**config.mk**
```make
export PLATFORM = sky130hd
export DESIGN_NAME = haar_database_streamer
export DESIGN_NICKNAME = d
export VERILOG_FILES = /design/src/rtl/haar_database_streamer.sv
export SDC_FILE = /design/constraint.sdc
export NUM_CORES = 1
export LEC_CHECK = 0
export CORE_ASPECT_RATIO = 0.75
export CORE_MARGIN = 2
export CORE_UTILIZATION = 49
export CTS_BUF_LIST = sky130_fd_sc_hd__clkbuf_8
export CTS_CLUSTER_SIZE = 16
export DETAILED_ROUTE_END_ITERATION = 10
export PLACE_DENSITY = 0.92
export SLEW_MARGIN = 5
export SYNTH_ARGS = -nofsm -noshare
export SYNTH_HDL_FRONTEND = slang
export SYNTH_SLANG_ARGS = --single-unit
export TNS_END_PERCENT = 50
```
**constraint.sdc**
```tcl
create_clock -name clk_fpga -period 2.6 [get_ports clk_fpga]
set_input_delay 0.39 -clock clk_fpga [delete_from_list [all_inputs] [get_ports clk_fpga]]
set_output_delay 0.39 -clock clk_fpga [all_outputs]
set_load 0.05 [all_outputs]
```
**src/rtl/haar_database_streamer.sv**
```systemverilog
// Streams one stage of Haar classifier parameters from a synchronous ROM.
// Each word is tagged with tree/classifier/param indices and end markers.
module haar_database_streamer #(
  parameter int DATA_WIDTH_12            = 12,
  parameter int NUM_TREES                = 2,
  parameter int NUM_CLASSIFIER_PER_TREE  = 3,
  parameter int NUM_PARAM_PER_CLASSIFIER = 18,
  parameter int ROM_ADDR_WIDTH           = 12,
  parameter int BASE_ADDR                = 0
) (
  input  logic                      clk_fpga,
  input  logic                      reset_fpga,
  input  logic                      database_request,
  input  logic [DATA_WIDTH_12-1:0]  rom_rdata,
  output logic [ROM_ADDR_WIDTH-1:0] o_rom_addr,
  output logic                      o_valid,
  output logic [DATA_WIDTH_12-1:0]  o_data,
  output logic [DATA_WIDTH_12-1:0]  o_index_database,
  output logic [DATA_WIDTH_12-1:0]  o_index_classifier,
  output logic [DATA_WIDTH_12-1:0]  o_index_tree,
  output logic                      o_end_single_classifier,
  output logic                      o_end_tree,
  output logic                      o_end_all_classifier,
  output logic                      o_end_database
);

  localparam int DW = DATA_WIDTH_12;
  localparam int AW = ROM_ADDR_WIDTH;

  localparam logic [DW-1:0] P_LAST = DW'(NUM_PARAM_PER_CLASSIFIER - 1);
  localparam logic [DW-1:0] C_LAST = DW'(NUM_CLASSIFIER_PER_TREE - 1);
  localparam logic [DW-1:0] T_LAST = DW'(NUM_TREES - 1);
  localparam logic [AW-1:0] BASE   = AW'(BASE_ADDR);
  localparam logic [DW-1:0] ONE    = DW'(1);

  typedef enum logic [1:0] {
    IDLE,
    STREAM,
    DONE
  } state_t;

  state_t          state_q, state_d;
  logic [DW-1:0]   p_q, p_d;
  logic [DW-1:0]   c_q, c_d;
  logic [DW-1:0]   t_q, t_d;
  logic [AW-1:0]   addr_q, addr_d;
  logic            valid;
  logic            end_single;
  logic            end_tree;
  logic            end_all;

  always_ff @(posedge clk_fpga) begin
    if (!reset_fpga) begin
      state_q <= IDLE;
      p_q     <= '0;
      c_q     <= '0;
      t_q     <= '0;
      addr_q  <= BASE;
    end else begin
      state_q <= state_d;
      p_q     <= p_d;
      c_q     <= c_d;
      t_q     <= t_d;
      addr_q  <= addr_d;
    end
  end

  // Dropping the request kills the current word in the same cycle.
  assign valid      = (state_q == STREAM) && database_request;
  assign end_single = valid && (p_q == P_LAST);
  assign end_tree   = end_single && (c_q == C_LAST);
  assign end_all    = end_tree && (t_q == T_LAST);

  always_comb begin
    state_d = state_q;
    p_d     = p_q;
    c_d     = c_q;
    t_d     = t_q;
    addr_d  = addr_q;
    unique case (state_q)
      IDLE: begin
        addr_d = BASE;
        if (database_request) begin
          state_d = STREAM;
          addr_d  = BASE + AW'(1);
        end
      end
      STREAM: begin
        if (!database_request || end_all) begin
          state_d = database_request ? DONE : IDLE;
          p_d     = '0;
          c_d     = '0;
          t_d     = '0;
          addr_d  = BASE;
        end else begin
          addr_d = addr_q + AW'(1);
          if (p_q == P_LAST) begin
            p_d = '0;
            if (c_q == C_LAST) begin
              c_d = '0;
              t_d = t_q + ONE;
            end else begin
              c_d = c_q + ONE;
            end
          end else begin
            p_d = p_q + ONE;
          end
        end
      end
      DONE: begin
        if (!database_request) state_d = IDLE;
      end
      default: state_d = IDLE;
    endcase
  end

  assign o_rom_addr              = addr_q;
  assign o_valid                 = valid;
  assign o_data                  = valid ? rom_rdata : '0;
  assign o_index_database        = p_q;
  assign o_index_classifier      = c_q;
  assign o_index_tree            = t_q;
  assign o_end_single_classifier = end_single;
  assign o_end_tree              = end_tree;
  assign o_end_all_classifier    = end_all;
  assign o_end_database          = (state_q == DONE);

endmodule

```
==> results of run 1 <==
==> worst min path at each step <==
stage / to / depth (start not counted)
final: o_rom_addr[11]$_SDFFE_PN0P_ / 2
after global routing: o_rom_addr[11]$_SDFFE_PN0P_ / 2
after CTS: o_rom_addr[11]$_SDFFE_PN0P_ / 2
after detailed placement: o_index_tree[11]$_SDFFE_PN0P_ / 2
after global placement: o_rom_addr[11]$_SDFFE_PN0P_ / 2
after floorplan: o_index_database[0]$_SDFFE_PN0N_ / 2
==> critical path, delay by kind of cell (launching register included) <==
family	cells	cell delay [ns]
buffers and inverters	2	0.21
AND/OR/NAND/NOR	4	1.02
adder cells (fa/ha/maj)	1	0.15
flip-flops	1	0.36
==> metrics by stage <==
| stage | cell area, µm² | total power (µW) |
|---|---|---|
| finish | 3840 | 1489 |
| detailed placement | 3724 | 961.5 |
| floorplan | 2663 | 882.9 |
| global route | 3840 | 1538 |
| global placement | 3724 | 956.5 |
| CTS | 3834 | 1497 |
==> sequential cells by signal, summed over array words and instances, names as in the netlist <==
register and count:
o_rom_addr 12, o_index_classifier 12, state_q 2, o_index_tree 12, o_index_database 12
==> cell type report <==
| class | count | area [µm²] |
|---|---|---|
| multi-input combinational | 249 | 1574 |
| timing repair buffer | 89 | 1026 |
| tap | 75 | 93.84 |
| inverter | 9 | 33.78 |
| clock inverter | 3 | 41.29 |
| fill | 410 | 1455 |
| sequential | 50 | 1002 |
| clock buffer | 5 | 68.82 |
==> cell families (layout without fill, tap and decap cells) <==
| group | after synthesis | count (layout) |
|---|---|---|
| and+or+nand+nor | 175 | 175 |
| DFF | 50 | 50 |
| buffers and inverters | 22 | 106 |
| adders and majority gates | 7 | 7 |
| muxes | 1 | 1 |
| xor gates and xnor gates | 24 | 24 |
| AOI/OAI and AO/OA | 42 | 42 |
==> placed cells by master, fill, tap and decap left out, drive strengths merged, types with 3 or more instances in the layout <==
cell type	netlist	routed
nor3b	7	7
buf	4	26
and2	17	17
a21boi	3	3
ha	7	7
nor2	30	30
nor2b	4	4
clkbuf	9	5
a21oi	3	3
nand4	13	13
o21ai	9	9
dfxtp	50	50
nor4	4	4
a211o	3	3
clkdlybuf4s50	0	63
and3	11	11
a31oi	5	5
xor2	18	18
inv	9	10
or3	8	8
and4	4	4
nor3	6	6
o311ai	3	3
nand2	33	33
nand3	28	28
xnor2	6	6
==> routing by layer <==
layer  global-route usage  vias up
met5                    0        -
met4              0.05784        0
met3              0.06235        6
met2               0.4039       91
met1               0.3063     1266
li1                     -     1316
==> power by group <==
part	internal [µW]	total, µW	switching (µW)
combinational	74.2	166	91.7
sequential	771	780	8.59
clock	283	544	260
==> what timing repair did <==
item / CTS / global route
buffers inserted: 0 / 0
hold endpoints to repair: 0 / 0
endpoints found under the setup margin: 0 / 4
gates resized for setup: 0 / 4
==> impl_metrics.yaml, run 1 <==
run_status:
  outcome: "finished clean"
flow_run:
  cap_viol_max_count: 0
synthesis:
  synth_top_family_by_area: "simple AND/OR/NAND/NOR gates"
  synthDistinctLibCells: 50
  synthTopCellsByCount: "50 x dfxtp_1, 33 x nand2_1, 30 x nor2_1"
  synthMuxAreaShare: 0.003772
  synth_edf_count: 0
  syn_avg_cell_area_um2: 8.267
  synthAdderAreaFrac: 0.03300
  synth-simple-area-share: 0.3560
  ys_ff_latch: 50
  synth_area_leaders: "dfxtp_1 38%, xor2_1 5.9%, nand3_1 5.3%"
  ys.flop_type: "dfxtp_1"
  synth-xor-area-share: 0.07921
  synth.most_common_cell: "dfxtp_1"
  synth.largest_area_cell: "dfxtp_1"
  ys_async_sr_fraction: 0
  synth_nets: 343
  synth_compound_area_frac: 0.1160
  netlist_instances: 321
  ys_warn_count: 0
  synth_area_um2: 2654
  yosys.area.top_type_share: 0.3772
  synth.yosys.seq_area_share: 0.3772
cts:
  cts_buffers: 5
  cts_buffer_depth: 2
  cts_tree: "built"
  cts_root_buffer: "clkbuf_8"
  holdBufCountCts: 0
  path_clk_slew_ns: 0.09
  clock_latency_ns: 0.30
  htree_levels: 2
  cts.sinks: 50
worst_setup_path:
  path_cells: "inv_1 > ha_1 > nor4b_1 > and4_4 > nand2_1 > nor2_4 > buf_12"
  crit_slowest_cell: "dfxtp_1"
  reg2reg_from: "o_index_tree[0]$_SDFFE_PN0P_"
  startpoint: "o_index_database[1]$_SDFFE_PN0N_"
  worst-setup-path-type: "register to output port"
  worst_ep_required_time_ns: 2.21
  cp_max_fo: 5
  crit_arrival_ns: 2.03
  setup.worst_path.start_class: "register"
  r2r_cells: 6
  crit_path_end: "o_end_all_classifier"
  endpoint_kind: "output port"
  r2r_end: "o_rom_addr[9]$_SDFFE_PN0P_"
  r2r_slack_ns: 0.21
  slowest_delay_ns: 0.36
hold_path:
  min_path_type: "register to register"
  min-delay-start: "o_rom_addr[11]$_SDFFE_PN0P_"
grt:
  antenna_found_initial: 0
  grt_pass1_vias: 2462
  grt-ovfl-total: 0
  grt_use_total: 0.2388
  grt_pass1_wl_um: 11420
  grt_max_degree: 16
floorplanning:
  die_w_um: 88.98
  coreArea_um2: 5295
  ioPinCount: 80
  num_rows: 23
  initial_core_util: 0.5012
  die_h_um: 67.74
  dieArea_um2: 6027
timing:
  worst_clock_skew_ns: 0.008037
  fin_setup_tns_ns: 0
  fmax_ghz: 0.4124
  rsz0062_at_grt: "false"
  slew_headroom: 0.6474
  worst_pin_slew_ns: 0.5272
  final-setup-viol-count: 0
  timing.hold.ws_ns: 0.5085
  finalMaxSlewViolations: 0
  layout_min_cycle_time_ns: 2.425
  finalCritPeriodShare: 0.9326
  hold_viol: 0
  setup_slack_ns: 0.1752
placement:
  dp.cells: 472
  gp_congestion: 0.8423
  port_buffers: 79
  post-place-ws_ns: 0.1090
  hpwl_um: 5197
route:
  met1Wirelength_um: 3110
  first_iter_violations: 178
  postRouteAntennaNets: 0
  wl_met3_um: 469
  drc: 0
  top_layer: "met4"
  drt_pre_antenna_iters: 4
  vias_per_cell: 5.581
  drt-total-wl_um: 7068
  wire_per_inst_um: 14.73
  wl_met2_um: 3452
  vias: 2679
power:
  powerDensity_nw_per_um2: 387.9
  p_leak_uw: 0.001445
  peakVddDrop_v: 0.0002370
final_layout:
  nets: 426
  final_cells: 480
  antennaDiodeCount: 0
  layout-drive-gt1-share: 0.1136
  synthToLayoutAreaGrowth_pct: 44.70
  utilization: 0.7252
Power figures use the tool's default switching activity.
==> run 2, diff against run 1 <==
SKIP_CTS_REPAIR_TIMING = 1   (was default)
==> results of run 2 <==
Same layout as run 1: the final DEF is identical, and so are final timing and power.
==> run 3, diff against run 2 <==
CORE_MARGIN = default   (was 2)
==> run 3 against run 2 <==
  * Die area shrank 5.1%
  * Core utilization up 3.1 points
  * Maximum frequency shrank 5.2%
  * Count of clock-buffer cells in the layout did not move
  * Sequential cell count stayed put
  * Via count is essentially flat
  * Critical endpoint unchanged
==> impl_metrics.yaml, run 3 (same netlist as run 1, synthesis figures left out) <==
worst_setup_path:
  cp_num_buf_inv: 1
  worst_ep_required_time_ns: 2.21
  worst-setup-path-type: "register to output port"
  endpoint_kind: "output port"
  crit_arrival_ns: 2.17
  path_cells: "ha_1 > nor4b_1 > and3_2 > nand2_2 > nor2_4 > buf_12"
  slowest_delay_ns: 0.46
  setup.worst_path.start_class: "register"
  crit_family: "simple AND/OR/NAND/NOR gates"
  crit_slowest_cell: "nor4b_1"
  r2r_slack_ns: 0.20
  cp_max_fo: 8
grt:
  met2_usage: 0.4213
  antenna_found_initial: 0
  grt_pass1_vias: 2352
  grt_use_total: 0.2514
  grt_max_degree: 17
  busiest_layer: "met2"
  grt_pass1_wl_um: 11060
  met1_usage: 0.3121
  grt-ovfl-total: 0
  met3_usage: 0.05779
placement:
  hpwl_um: 5150
  gp_congestion: 0.8438
  place_area_um2: 3705
  port_buffers: 79
timing:
  slew_headroom: 0.6138
  fmax_ghz: 0.3909
  timing.hold.ws_ns: 0.5069
  final-setup-viol-count: 0
  hold_viol: 0
  finalCritPeriodShare: 0.9839
  layout_min_cycle_time_ns: 2.558
  finalMaxSlewViolations: 0
  worst_clock_skew_ns: 0.008734
  worst_pin_slew_ns: 0.5766
cts:
  cts.sinks: 50
  cts_tree: "built"
  clock_latency_ns: 0.32
  cts_buffer_depth: 2
  htree_levels: 2
  path_clk_slew_ns: 0.09
  cts_buffers: 5
  cts_root_buffer: "clkbuf_8"
floorplanning:
  ioPinCount: 80
  die_h_um: 65.74
  die_w_um: 86.98
  coreArea_um2: 5037
  num_rows: 22
  initial_core_util: 0.5268
  dieArea_um2: 5717
power:
  finalPower_uw: 1399
  peakVddDrop_v: 0.0003073
  p_leak_uw: 0.001428
  powerDensity_nw_per_um2: 367.5
run_status:
  outcome: "finished clean"
route:
  vias_per_cell: 5.656
  vias: 2681
  wire_per_inst_um: 14.62
  drt_pre_antenna_iters: 4
  drc: 0
  first_iter_violations: 144
  drt-total-wl_um: 6932
  postRouteAntennaNets: 0
flow_run:
  cap_viol_max_count: 0
hold_path:
  min_path_type: "register to register"
final_layout:
  layout_common_cells: "63 x clkdlybuf4s50_1, 49 x dfxtp_1, 31 x nand2_1"
  layout-drive-gt1-share: 0.1169
  design_area_um2: 3807
  n_fill_cell: 356
  final_common_cell: "clkdlybuf4s50_1"
  nets: 424
  antennaDiodeCount: 0
  synthToLayoutAreaGrowth_pct: 43.47
run 3: changes by cell type in the layout (fill, tap and decap cells not counted), sizes merged:
cell	delta
clkinvlp	-1
clkinv	+1
bufinv	-1
buf	-2
run 3: path summary, 6_finish.rpt:
check | start | to | cells after the start
setup / recovery | o_index_classifier[1]$_SDFFE_PN0P_ | o_end_all_classifier | 6
hold / removal | o_rom_addr[11]$_SDFFE_PN0P_ | o_rom_addr[11]$_SDFFE_PN0P_ | 2
setup reg to reg | o_index_tree[0]$_SDFFE_PN0P_ | o_rom_addr[9]$_SDFFE_PN0P_ | 6
hold reg to reg | o_rom_addr[11]$_SDFFE_PN0P_ | o_rom_addr[11]$_SDFFE_PN0P_ | 2
run 3: per-stage QoR:
stage               setup TNS (ns)    util  setup slack, ns  instances
floorplan                  -0.1680       -         -0.05580        321
global placement                 0  0.7355           0.2364        467
detailed placement               0  0.7355           0.1193        467
CTS                       -0.04318  0.7519         -0.03825        474
global route               -0.1825  0.7558          -0.1117        474
finish                           0  0.7558          0.04178        474
run 3: report_power, final:
group	switching, µW	internal, µW	leakage, µW
Sequential	8.32	771	0.000404
Clock	269	186	0.0000444
Combinational	91.4	73.1	0.000980
Total	369	1030	0.00143
run 3: cell type report:
cell class                      instances  area, µm²  share of cell area
Multi-Input combinational cell        249       1588              0.4170
Timing Repair Buffer                   87       1011              0.2655
Sequential cell                        50       1002              0.2632
Tap cell                               72      90.09             0.02366
Clock buffer                            5      68.82             0.01807
Inverter                                9      33.78            0.008873
Clock inverter                          2      13.76            0.003615
run 3: worst reg2reg max path: stages (launching register included):
cell	delay, ns
dfxtp_1	0.43
ha_1	0.18
or4b_1	0.46
or3_4	0.42
or3_4	0.46
nand2_2	0.17
o311ai_0	0.16
run 3: per-layer routing:
layer	share of wire	up-vias
met5	0	-
met4	0.017	0
met3	0.069	13
met2	0.48	97
met1	0.44	1262
li1	-	1309
